**src/rtl/piso.sv**
```systemverilog
// Parallel-in serial-out transmitter: AXI4-Lite writes fill a FIFO that is shifted out MSB-first on sout.
// Optional feature: define PISO_IRQ_EN to add the irq output and the interrupt-enable register at 0x18.

module piso #(
   parameter int PISO_WIDTH     = 8,
   parameter int PISO_DEPTH     = 16,
   parameter int AXI4_ADDR_BITS = 32,
   parameter int AXI4_DATA_BITS = 32,
   parameter int AXI4_STRB_BITS = AXI4_DATA_BITS / 8,
   parameter int AXI4_PROT_BITS = 3,
   parameter int AXI4_RESP_BITS = 2
) (
   input  logic                      clk,
   input  logic                      rst,
   output logic                      sout,
   output logic                      sout_valid,
   output logic                      s_axi4lite_aw_ready,
   input  logic                      s_axi4lite_aw_valid,
   input  logic [AXI4_ADDR_BITS-1:0] s_axi4lite_aw_addr,
   input  logic [AXI4_PROT_BITS-1:0] s_axi4lite_aw_prot,
   output logic                      s_axi4lite_w_ready,
   input  logic                      s_axi4lite_w_valid,
   input  logic [AXI4_DATA_BITS-1:0] s_axi4lite_w_data,
   input  logic [AXI4_STRB_BITS-1:0] s_axi4lite_w_strb,
   input  logic                      s_axi4lite_b_ready,
   output logic                      s_axi4lite_b_valid,
   output logic [AXI4_RESP_BITS-1:0] s_axi4lite_b_resp,
   output logic                      s_axi4lite_ar_ready,
   input  logic                      s_axi4lite_ar_valid,
   input  logic [AXI4_ADDR_BITS-1:0] s_axi4lite_ar_addr,
   input  logic [AXI4_PROT_BITS-1:0] s_axi4lite_ar_prot,
   input  logic                      s_axi4lite_r_ready,
   output logic                      s_axi4lite_r_valid,
   output logic [AXI4_DATA_BITS-1:0] s_axi4lite_r_data,
   output logic [AXI4_RESP_BITS-1:0] s_axi4lite_r_resp
`ifdef PISO_IRQ_EN
   ,
   output logic                      irq
`endif
);

   localparam int PTR_W = $clog2(PISO_DEPTH);
   localparam int CNT_W = $clog2(PISO_WIDTH);
   localparam logic [PTR_W:0]              FIFO_FULL_CNT = (PTR_W+1)'(PISO_DEPTH);
   localparam logic [CNT_W-1:0]            LAST_BIT      = CNT_W'(PISO_WIDTH - 1);
   localparam logic [AXI4_RESP_BITS-1:0]   RESP_OKAY     = '0;
   localparam logic [AXI4_RESP_BITS-1:0]   RESP_SLVERR   = AXI4_RESP_BITS'(2);
   localparam logic [7:0]                  ADDR_DATA     = 8'h00;
   localparam logic [7:0]                  ADDR_STATUS   = 8'h08;
   localparam logic [7:0]                  ADDR_CTRL     = 8'h10;
`ifdef PISO_IRQ_EN
   localparam logic [7:0]                  ADDR_IE       = 8'h18;
`endif

   typedef enum logic [0:0] {
      IDLE  = 1'b0,
      SHIFT = 1'b1
   } state_t;

   logic                      aw_held, w_held, rd_req;
   logic [7:0]                aw_addr_q, ar_addr_q;
   logic [AXI4_DATA_BITS-1:0] w_data_q;
   logic                      en, user_rstn;
   logic [PISO_WIDTH-1:0]     fifo_mem [PISO_DEPTH];
   logic [PTR_W-1:0]          wr_ptr, rd_ptr;
   logic [PTR_W:0]            count;
   logic                      fifo_empty, fifo_full;
   state_t                    state, state_next;
   logic [PISO_WIDTH-1:0]     shreg;
   logic [CNT_W-1:0]          bit_cnt;
   logic                      load, shift, pop, busy;
   logic                      wr_fire, push_ok, ctrl_wr, fifo_room;
   logic [AXI4_RESP_BITS-1:0] wr_resp, rd_resp_next;
   logic [AXI4_DATA_BITS-1:0] rd_data_next;
   logic                      unused;
`ifdef PISO_IRQ_EN
   logic                      ie, ie_wr;
`endif

   assign unused = &{1'b0, s_axi4lite_aw_addr, s_axi4lite_ar_addr, s_axi4lite_aw_prot,
                     s_axi4lite_ar_prot, s_axi4lite_w_strb, w_data_q};

   assign fifo_empty = (count == '0);
   assign fifo_full  = (count == FIFO_FULL_CNT);
   assign busy       = (state != IDLE);

   assign s_axi4lite_aw_ready = !aw_held && !s_axi4lite_b_valid;
   assign s_axi4lite_w_ready  = !w_held && !s_axi4lite_b_valid;
   assign s_axi4lite_ar_ready = !rd_req && !s_axi4lite_r_valid;

   // A simultaneous pop frees a slot, so a full FIFO can still accept a push on that edge.
   assign fifo_room = user_rstn && (!fifo_full || pop);
   assign wr_fire   = aw_held && w_held && !s_axi4lite_b_valid;
   assign push_ok   = wr_fire && (aw_addr_q == ADDR_DATA) && fifo_room;
   assign ctrl_wr   = wr_fire && (aw_addr_q == ADDR_CTRL);
`ifdef PISO_IRQ_EN
   assign ie_wr     = wr_fire && (aw_addr_q == ADDR_IE);
`endif

   always_comb begin
      wr_resp = RESP_SLVERR;
      case (aw_addr_q)
         ADDR_DATA: wr_resp = fifo_room ? RESP_OKAY : RESP_SLVERR;
         ADDR_CTRL: wr_resp = RESP_OKAY;
`ifdef PISO_IRQ_EN
         ADDR_IE:   wr_resp = RESP_OKAY;
`endif
         default:   wr_resp = RESP_SLVERR;
      endcase
   end

   always_comb begin
      rd_data_next = '0;
      rd_resp_next = RESP_SLVERR;
      case (ar_addr_q)
         ADDR_STATUS: begin
            rd_data_next[4:0] = {busy, en, user_rstn, fifo_full, fifo_empty};
            rd_resp_next      = RESP_OKAY;
         end
         ADDR_CTRL: begin
            rd_data_next[1:0] = {user_rstn, en};
            rd_resp_next      = RESP_OKAY;
         end
`ifdef PISO_IRQ_EN
         ADDR_IE: begin
            rd_data_next[0] = ie;
            rd_resp_next    = RESP_OKAY;
         end
`endif
         default: begin
            rd_data_next = '0;
            rd_resp_next = RESP_SLVERR;
         end
      endcase
   end

   // AW and W are held independently; the write commits one edge after both are present.
   always_ff @(posedge clk) begin
      if (rst) begin
         aw_held            <= 1'b0;
         w_held             <= 1'b0;
         aw_addr_q          <= '0;
         w_data_q           <= '0;
         s_axi4lite_b_valid <= 1'b0;
         s_axi4lite_b_resp  <= '0;
         rd_req             <= 1'b0;
         ar_addr_q          <= '0;
         s_axi4lite_r_valid <= 1'b0;
         s_axi4lite_r_data  <= '0;
         s_axi4lite_r_resp  <= '0;
         en                 <= 1'b1;
         user_rstn          <= 1'b1;
      end else begin
         if (s_axi4lite_aw_valid && s_axi4lite_aw_ready) begin
            aw_held   <= 1'b1;
            aw_addr_q <= s_axi4lite_aw_addr[7:0];
         end
         if (s_axi4lite_w_valid && s_axi4lite_w_ready) begin
            w_held   <= 1'b1;
            w_data_q <= s_axi4lite_w_data;
         end
         if (wr_fire) begin
            aw_held            <= 1'b0;
            w_held             <= 1'b0;
            s_axi4lite_b_valid <= 1'b1;
            s_axi4lite_b_resp  <= wr_resp;
            if (ctrl_wr) begin
               en        <= w_data_q[0];
               user_rstn <= w_data_q[1];
            end
         end else if (s_axi4lite_b_valid && s_axi4lite_b_ready) begin
            s_axi4lite_b_valid <= 1'b0;
         end

         if (s_axi4lite_ar_valid && s_axi4lite_ar_ready) begin
            rd_req    <= 1'b1;
            ar_addr_q <= s_axi4lite_ar_addr[7:0];
         end
         if (rd_req) begin
            rd_req             <= 1'b0;
            s_axi4lite_r_valid <= 1'b1;
            s_axi4lite_r_data  <= rd_data_next;
            s_axi4lite_r_resp  <= rd_resp_next;
         end else if (s_axi4lite_r_valid && s_axi4lite_r_ready) begin
            s_axi4lite_r_valid <= 1'b0;
         end
      end
   end

   always_ff @(posedge clk) begin
      if (push_ok) begin
         fifo_mem[wr_ptr] <= w_data_q[PISO_WIDTH-1:0];
      end
   end

   always_ff @(posedge clk) begin
      if (rst || !user_rstn) begin
         wr_ptr <= '0;
         rd_ptr <= '0;
         count  <= '0;
      end else begin
         if (push_ok) wr_ptr <= wr_ptr + PTR_W'(1);
         if (pop)     rd_ptr <= rd_ptr + PTR_W'(1);
         if (push_ok && !pop)      count <= count + (PTR_W+1)'(1);
         else if (!push_ok && pop) count <= count - (PTR_W+1)'(1);
      end
   end

   // The load happens on the transition into SHIFT (or at the last bit) so the MSB is on sout
   // the cycle after the word becomes visible, and consecutive words run without a gap.
   always_comb begin
      state_next = state;
      load       = 1'b0;
      shift      = 1'b0;
      pop        = 1'b0;
      if (!user_rstn) begin
         state_next = IDLE;
      end else begin
         case (state)
            IDLE: begin
               if (en && !fifo_empty) begin
                  pop        = 1'b1;
                  load       = 1'b1;
                  state_next = SHIFT;
               end
            end
            SHIFT: begin
               if (bit_cnt == LAST_BIT) begin
                  if (en && !fifo_empty) begin
                     pop  = 1'b1;
                     load = 1'b1;
                  end else begin
                     state_next = IDLE;
                  end
               end else begin
                  shift = 1'b1;
               end
            end
            default: state_next = IDLE;
         endcase
      end
   end

   always_ff @(posedge clk) begin
      if (rst) begin
         state   <= IDLE;
         shreg   <= '0;
         bit_cnt <= '0;
      end else begin
         state <= state_next;
         if (load) begin
            shreg   <= fifo_mem[rd_ptr];
            bit_cnt <= '0;
         end else if (shift) begin
            shreg   <= {shreg[PISO_WIDTH-2:0], 1'b0};
            bit_cnt <= bit_cnt + CNT_W'(1);
         end
      end
   end

   assign sout_valid = (state == SHIFT) && user_rstn;
   assign sout       = sout_valid && shreg[PISO_WIDTH-1];

`ifdef PISO_IRQ_EN
   // Uses the next state so irq rises on the cycle right after the final LSB.
   always_ff @(posedge clk) begin
      if (rst) begin
         ie  <= 1'b0;
         irq <= 1'b0;
      end else begin
         if (ie_wr) ie <= w_data_q[0];
         irq <= ie && fifo_empty && (state_next == IDLE) && user_rstn;
      end
   end
`endif

endmodule
```
**config.mk**
```make
export PLATFORM = sky130hd
export DESIGN_NAME = piso
export DESIGN_NICKNAME = d
export VERILOG_FILES = /design/src/rtl/piso.sv
export SDC_FILE = /design/constraint.sdc
export NUM_CORES = 1
export LEC_CHECK = 0
export BUFFER_PORTS_ARGS = -buffer_cell sky130_fd_sc_hd__buf_2
export CORE_MARGIN = 10
export CORE_UTILIZATION = 45
export DETAILED_ROUTE_END_ITERATION = 8
export GPL_TIMING_DRIVEN = 0
export PLACE_DENSITY = 0.75
export SLEW_MARGIN = 20
export SYNTH_ARGS = -nofsm -noshare
export SYNTH_HDL_FRONTEND = slang
export SYNTH_SLANG_ARGS = --single-unit
```
**constraint.sdc**
```tcl
create_clock -name clk -period 3.13 [get_ports clk]
set_input_delay 0.1565 -clock clk [delete_from_list [all_inputs] [get_ports clk]]
set_output_delay 0.1565 -clock clk [all_outputs]
set_load 0.05 [all_outputs]
```
Word-level counts from Yosys, hierarchy flattened:

Memory sizes are Yosys's and may differ from the RTL's. A register that Yosys moved wholly into a read port is not among the register bits.
Index checks and enable logic that the tools add are counted.

* flip-flop bits (word level): 65
* memory bits (writable): 128
* input bits: 113
* output and inout port bits: 43
* word-level logic and storage cells: 102
* memories: 1

Memory list
* fifo_mem: depth 16, width 8, read ports 1, clocked after memory_dff 1, write ports 1, line 64 `logic [PISO_WIDTH-1:0] fifo_mem [PISO_DEPTH];`

* $add $sub $neg: 5
* equality and inequality tests: 5
* muxes and demuxes: 27
* bitwise logic cells: 2
* reduce and logical (&&, ||, !) cells: 43

Operators with widths (number)
* $logic_and 1x1->1: 19
* $eq 8x5->1 const B: 2
* $mux 8: 2
* $mux 1: 14
* $logic_not 1->1: 10
* $mux 5: 2
* $reduce_or 2->1: 5
* $add 4x1->4 const B: 2
* $eq 8x4->1 const B: 1
* $logic_not 8->1: 1
* $mux 4: 2
* $pmux 2 s2: 2
* $reduce_bool 2->1: 4
* $add 5x1->5 const B: 1
* $eq 5x5->1 const B: 1
* $logic_not 5->1: 1
* $sub 5x1->5 const B: 1
* $mux 2: 2
* $pmux 1 s2: 2
* $add 3x1->3 const B: 1
* $eq 3x3->1 const B: 1
* $mux 3: 1
* $logic_or 1x1->1: 2
* $not 1->1: 2
* $reduce_and 2->1: 1

Longest topological paths before layout:

* depth in word-level cells: 14
* mapped depth: 14

Worst setup path before layout:

OpenSTA, ideal clock, no wires.

* path type: register to register
* start point: register s_axi4lite_b_valid
* end point: register count[4]
* library setup time: 0.070 ns
* arrival time: 2.885 ns
* required time: 3.060 ns
* slack: 0.175 ns
* cell stages (with the launch flop): 13
* clock period less this slack: 2.955 ns
* cell sequence: dfxtp_1 > nand3b_1 > nor4_4 > and3_1 > buf_6 > ha_1 > inv_1 > fa_1 > a21o_1 > a21oi_1 > xnor2_1 > or3_1 > a21oi_1

* word-level cells in the longest chain between the ends: 7

RTL lines
* from (decl): line 26 `output logic s_axi4lite_b_valid,`
* from (signal assigned): line 144 `s_axi4lite_b_valid <= 1'b0;`
* from (signal assigned): line 165 `s_axi4lite_b_valid <= 1'b1;`
* from (signal assigned): line 172 `s_axi4lite_b_valid <= 1'b0;`
* $logic_not 1->1 *: line 93 `assign wr_fire = aw_held && w_held && !s_axi4lite_b_valid;`
* $logic_and 1x1->1 *: line 93
* $logic_and 1x1->1 * (2 in series): line 94 `assign push_ok = wr_fire && (aw_addr_q == ADDR_DATA) && fifo_room;`
* net push_ok: line 72 `logic wr_fire, push_ok, ctrl_wr, fifo_room;`
* $logic_not 1->1: line 205 `else if (!push_ok && pop) count <= count - (PTR_W+1)'(1);`
* $logic_and 1x1->1: line 205
* $reduce_bool 2->1 (no line)
* to (signal assigned): line 204 `if (push_ok && !pop) count <= count + (PTR_W+1)'(1);`
* to (signal assigned): line 205
* to (decl): line 66 `logic [PTR_W:0] count;`

The timed path passes the listed nets; every way through them passes the cells marked *.
A chain may end at the register's enable or synchronous reset.

Worst setup path after layout:

* start point: register bit_cnt[0]
* end point: register count[4]

* word-level cells in the longest chain between the ends: 10

RTL lines
* from (decl): line 70 `logic [CNT_W-1:0] bit_cnt;`
* from (signal assigned): line 256 `bit_cnt <= bit_cnt + CNT_W'(1);`
* $eq 3x3->1 *: line 228 `if (bit_cnt == LAST_BIT) begin`
* $mux 1 *: line 228
* $pmux 1 s2 *: line 219 `case (state)`
* $mux 1 *: line 216 `if (!user_rstn) begin`
* $logic_or 1x1->1 *: line 92 `assign fifo_room = user_rstn && (!fifo_full || pop);`
* $logic_and 1x1->1 *: line 92
* $logic_and 1x1->1 *: line 94
* net push_ok: line 72
* $logic_not 1->1: line 205
* $logic_and 1x1->1: line 205
* $reduce_bool 2->1 (no line)

Marks and branches as above.

==> flow_metrics.py <==
metrics = {
    "critical_path": {
        "path_cells": "ha_1 > ha_1 > nor2b_2 > o2111ai_2 > and3_1 > buf_6 > ha_2 > inv_2 > ha_1 > a21o_1 > a21oi_1 > xnor2_1 > or3_1 > a21oi_1",
        "cpPeakStageDelay_ns": 0.33,
        "startpoint_type": "register",
        "arrival_ns": 3.33,
        "critPathKind": "reg -> reg",
        "required_ns": 3.48,
        "crit_slowest_cell": "dfxtp_1",
        "crit_path_frequent_cell": "ha_1",
        "cp-end-kind": "register",
        "crit_path_max_fanout": 10,
    },
    "die": {
        "core_um2": 17300,
        "dieWidth_um": 152.8,
        "initial_core_util_pct": 45.86,
        "fp.dieH_um": 152.8,
        "rows": 48,
        "die-area_um2": 23340,
        "ios": 156,
    },
    "layout": {
        "mostFrequentLayoutCells": "edfxtp_1 (128), dfxtp_1 (67), nand2_1 (61), a21oi_1 (51), buf_2 (49)",
        "final_area_um2": 9399,
        "instances_no_fill": 931,
        "final_common_cell": "edfxtp_1",
        "layout.nets": 817,
        "area_growth_syn_to_layout_pct": 18.49,
        "layout-drive-gt1-share_pct": 22.41,
    },
    "timing": {
        "finalCriticalPeriod_ns": 2.976,
        "maxSlewHeadroom_pct": 40.91,
        "setup-violations-final": 0,
        "finalSetupTns_ns": 0,
        "period_share_pct": 95.07,
        "final-max-slew-violation-count": 0,
        "fmax_ghz": 0.3361,
        "worst_pin_slew_ns": 0.8815,
        "hold_viol": 0,
        "fin_skew_ns": 0.008266,
    },
    "logic_synthesis": {
        "yosysUniqueCellTypes": 47,
        "synth_edf_count": 128,
        "synth_top_cell_area_share_pct": 48.45,
        "netlist_instances": 576,
        "synth_top_area_cell": "edfxtp_1",
        "ys_top_cells_by_area": "edfxtp_1 (48%), dfxtp_1 (17%), mux4_2 (7.1%), a21oi_1 (3.2%), nand2_1 (2.9%)",
        "seq_area_frac_synth_pct": 65.36,
        "syn_area_per_cell_um2": 13.77,
        "ys_ff_latch": 195,
        "netlist_area_um2": 7933,
        "synthFlopType": "edfxtp_1",
        "ys.warnings.count": 0,
        "async_reset_ff_share_pct": 0,
    },
    "power": {
        "peakVddDrop_mv": 0.3742,
        "p_leak_nw": 3.402,
        "power.density_nw_per_um2": 675.1,
        "totalPowerFinal_mw": 6.345,
    },
    "clocking": {
        "cts_root_buf": "clkbuf_16",
        "clock_path_buffers": 2,
        "cts-buffers-inserted": 17,
        "cts_tree": "done",
        "htree_num_levels": 4,
        "cts.sink_count": 195,
        "clkLatencyLatePin_ns": 0.43,
        "cts.reportedPaths.clkPinSlew_ns": 0.07,
    },
    "global_route": {
        "grt_max_degree": 19,
        "track_usage_pct": 14.76,
        "overflow": 0,
        "antenna_found_initial": 1,
        "grt_pass1_vias": 5177,
        "grt_first_pass_wirelength_um": 27320,
    },
    "place": {
        "port_buffers": 43,
        "dp_hpwl_um": 11890,
        "postPlaceCellArea_um2": 8564,
        "placed_cells": 872,
        "finalWeightedCongestion": 0.8742,
    },
    "route": {
        "ant_nets": 0,
        "wire_per_inst_um": 18.56,
        "vias_per_cell": 5.372,
        "drtIter0Drc": 363,
        "via_count": 5001,
        "drc": 0,
        "wirelength_um": 17280,
        "drtPass1Iterations": 5,
    },
    "run": {
        "cap_violations": 0,
    },
    "min_path": {
        "min_path_type": "in -> reg",
    },
    "outcome": {
        "outcome": "complete, no violations",
    },
}
==> area by class of cell <==
class / instances / area, um2
timing repair buffer: 69 / 473.0
inverter: 9 / 38.79
antenna: 1 / 2.502
clock inverter: 14 / 106.4
fill: 1356 / 7898
tap: 225 / 281.5
sequential: 195 / 5185
buffer: 56 / 337.8
multi-input combinational: 344 / 2545
clock buffer: 18 / 429.2
==> final timing paths <==
path	startpoint	end	slack, ns	depth (start not counted)
worst min-delay path	s_axi4lite_r_ready	s_axi4lite_r_valid	0.03	4
worst max-delay path	bit_cnt[0]	count[4]	0.15	14
worst min register to register	ar_addr_q[6]	ar_addr_q[6]	0.45	2
worst max register to register	bit_cnt[0]	count[4]	0.15	14
==> report_power, final <==
part           internal [mW]  switching [mW]  leakage (nW)
Clock                   1.03           0.946         0.255
Combinational          0.569           0.791          1.44
Sequential              2.87           0.140          1.71
Total                   4.47            1.88          3.40
==> repair_timing <==
item                       4_1_cts  5_1_grt
hold endpoints to repair        25        0
hold buffers                    25        0
pin swaps                        0        3
buffers inserted                 0        1
setup endpoints to repair        1        1
gates cloned                     0        0
resized for setup                3        7
==> flip-flops by register name, indices dropped and copies added (netlist names), 3 cells and up, named ones only <==
name	cells
ar_addr_q	8
aw_addr_q	8
bit_cnt	3
count	5
fifo_mem	128
rd_ptr	4
s_axi4lite_r_data	5
shreg	8
w_data_q	8
wr_ptr	4
==> per-layer routing <==
metal	part of all wire [%]	up-vias	wire [um]	global-route usage (%)
li1	-	2316	-	-
met1	38	2472	6622	16.50
met2	53	187	9153	25.80
met3	6.8	26	1167	4.262
met4	2.0	0	340	5.995
met5	0	-	0	0
==> logic make-up after synthesis <==
| group | count (synthesis) | synth area share (%) |
|---|---|---|
| buffers and inverters | 65 | 4.653 |
| flip-flops | 195 | 65.36 |
| AO/OA/AOI/OAI | 90 | 7.461 |
| other | 1 | 0.04727 |
| XOR/XNOR | 11 | 1.214 |
| AND/OR/NAND/NOR | 157 | 9.637 |
| adder cells (fa/ha/maj) | 12 | 1.987 |
| multiplexers | 45 | 9.637 |
==> synth_stat cells (all sizes together), types with 2 or more instances <==
master / number
o21ai: 2
a21o: 3
a211o: 2
nand4: 3
buf: 43
mux4: 25
nor2: 32
o21a: 2
and3: 8
nor3: 15
clkbuf: 13
and4b: 2
a21oi: 51
a221oi: 9
inv: 8
ha: 11
mux2i: 19
xnor2: 5
dfxtp: 67
edfxtp: 128
a22oi: 2
or3: 3
nand2b: 10
a221o: 7
or4: 2
nor2b: 13
xor2: 6
o2bb2ai: 7
and2: 5
nand2: 61
==> worst max-delay path: cells and delay by family (launching register included) <==
kind                     cells  cell delay, ns
AND/OR/NAND/NOR              3            0.68
AO/OA/AOI/OAI                4            0.68
flip-flops                   1            0.33
buffers and inverters        2            0.24
XOR/XNOR                     1            0.09
adder cells (fa/ha/maj)      4            0.89
==> metrics by stage <==
step / util, % / worst slack (ns) / hold slack, ns
after CTS: 54.12 / 0.001450 / 0.01836
after global routing: 54.34 / -0.02002 / 0.05934
after global placement: 49.34 / -0.01462 / 0.4034
final: 54.34 / 0.1543 / 0.03007
after floorplan: - / 0.1747 / 0.2925
after detailed placement: 49.52 / -0.1557 / 0.4099
Power figures use the tool's default switching activity.
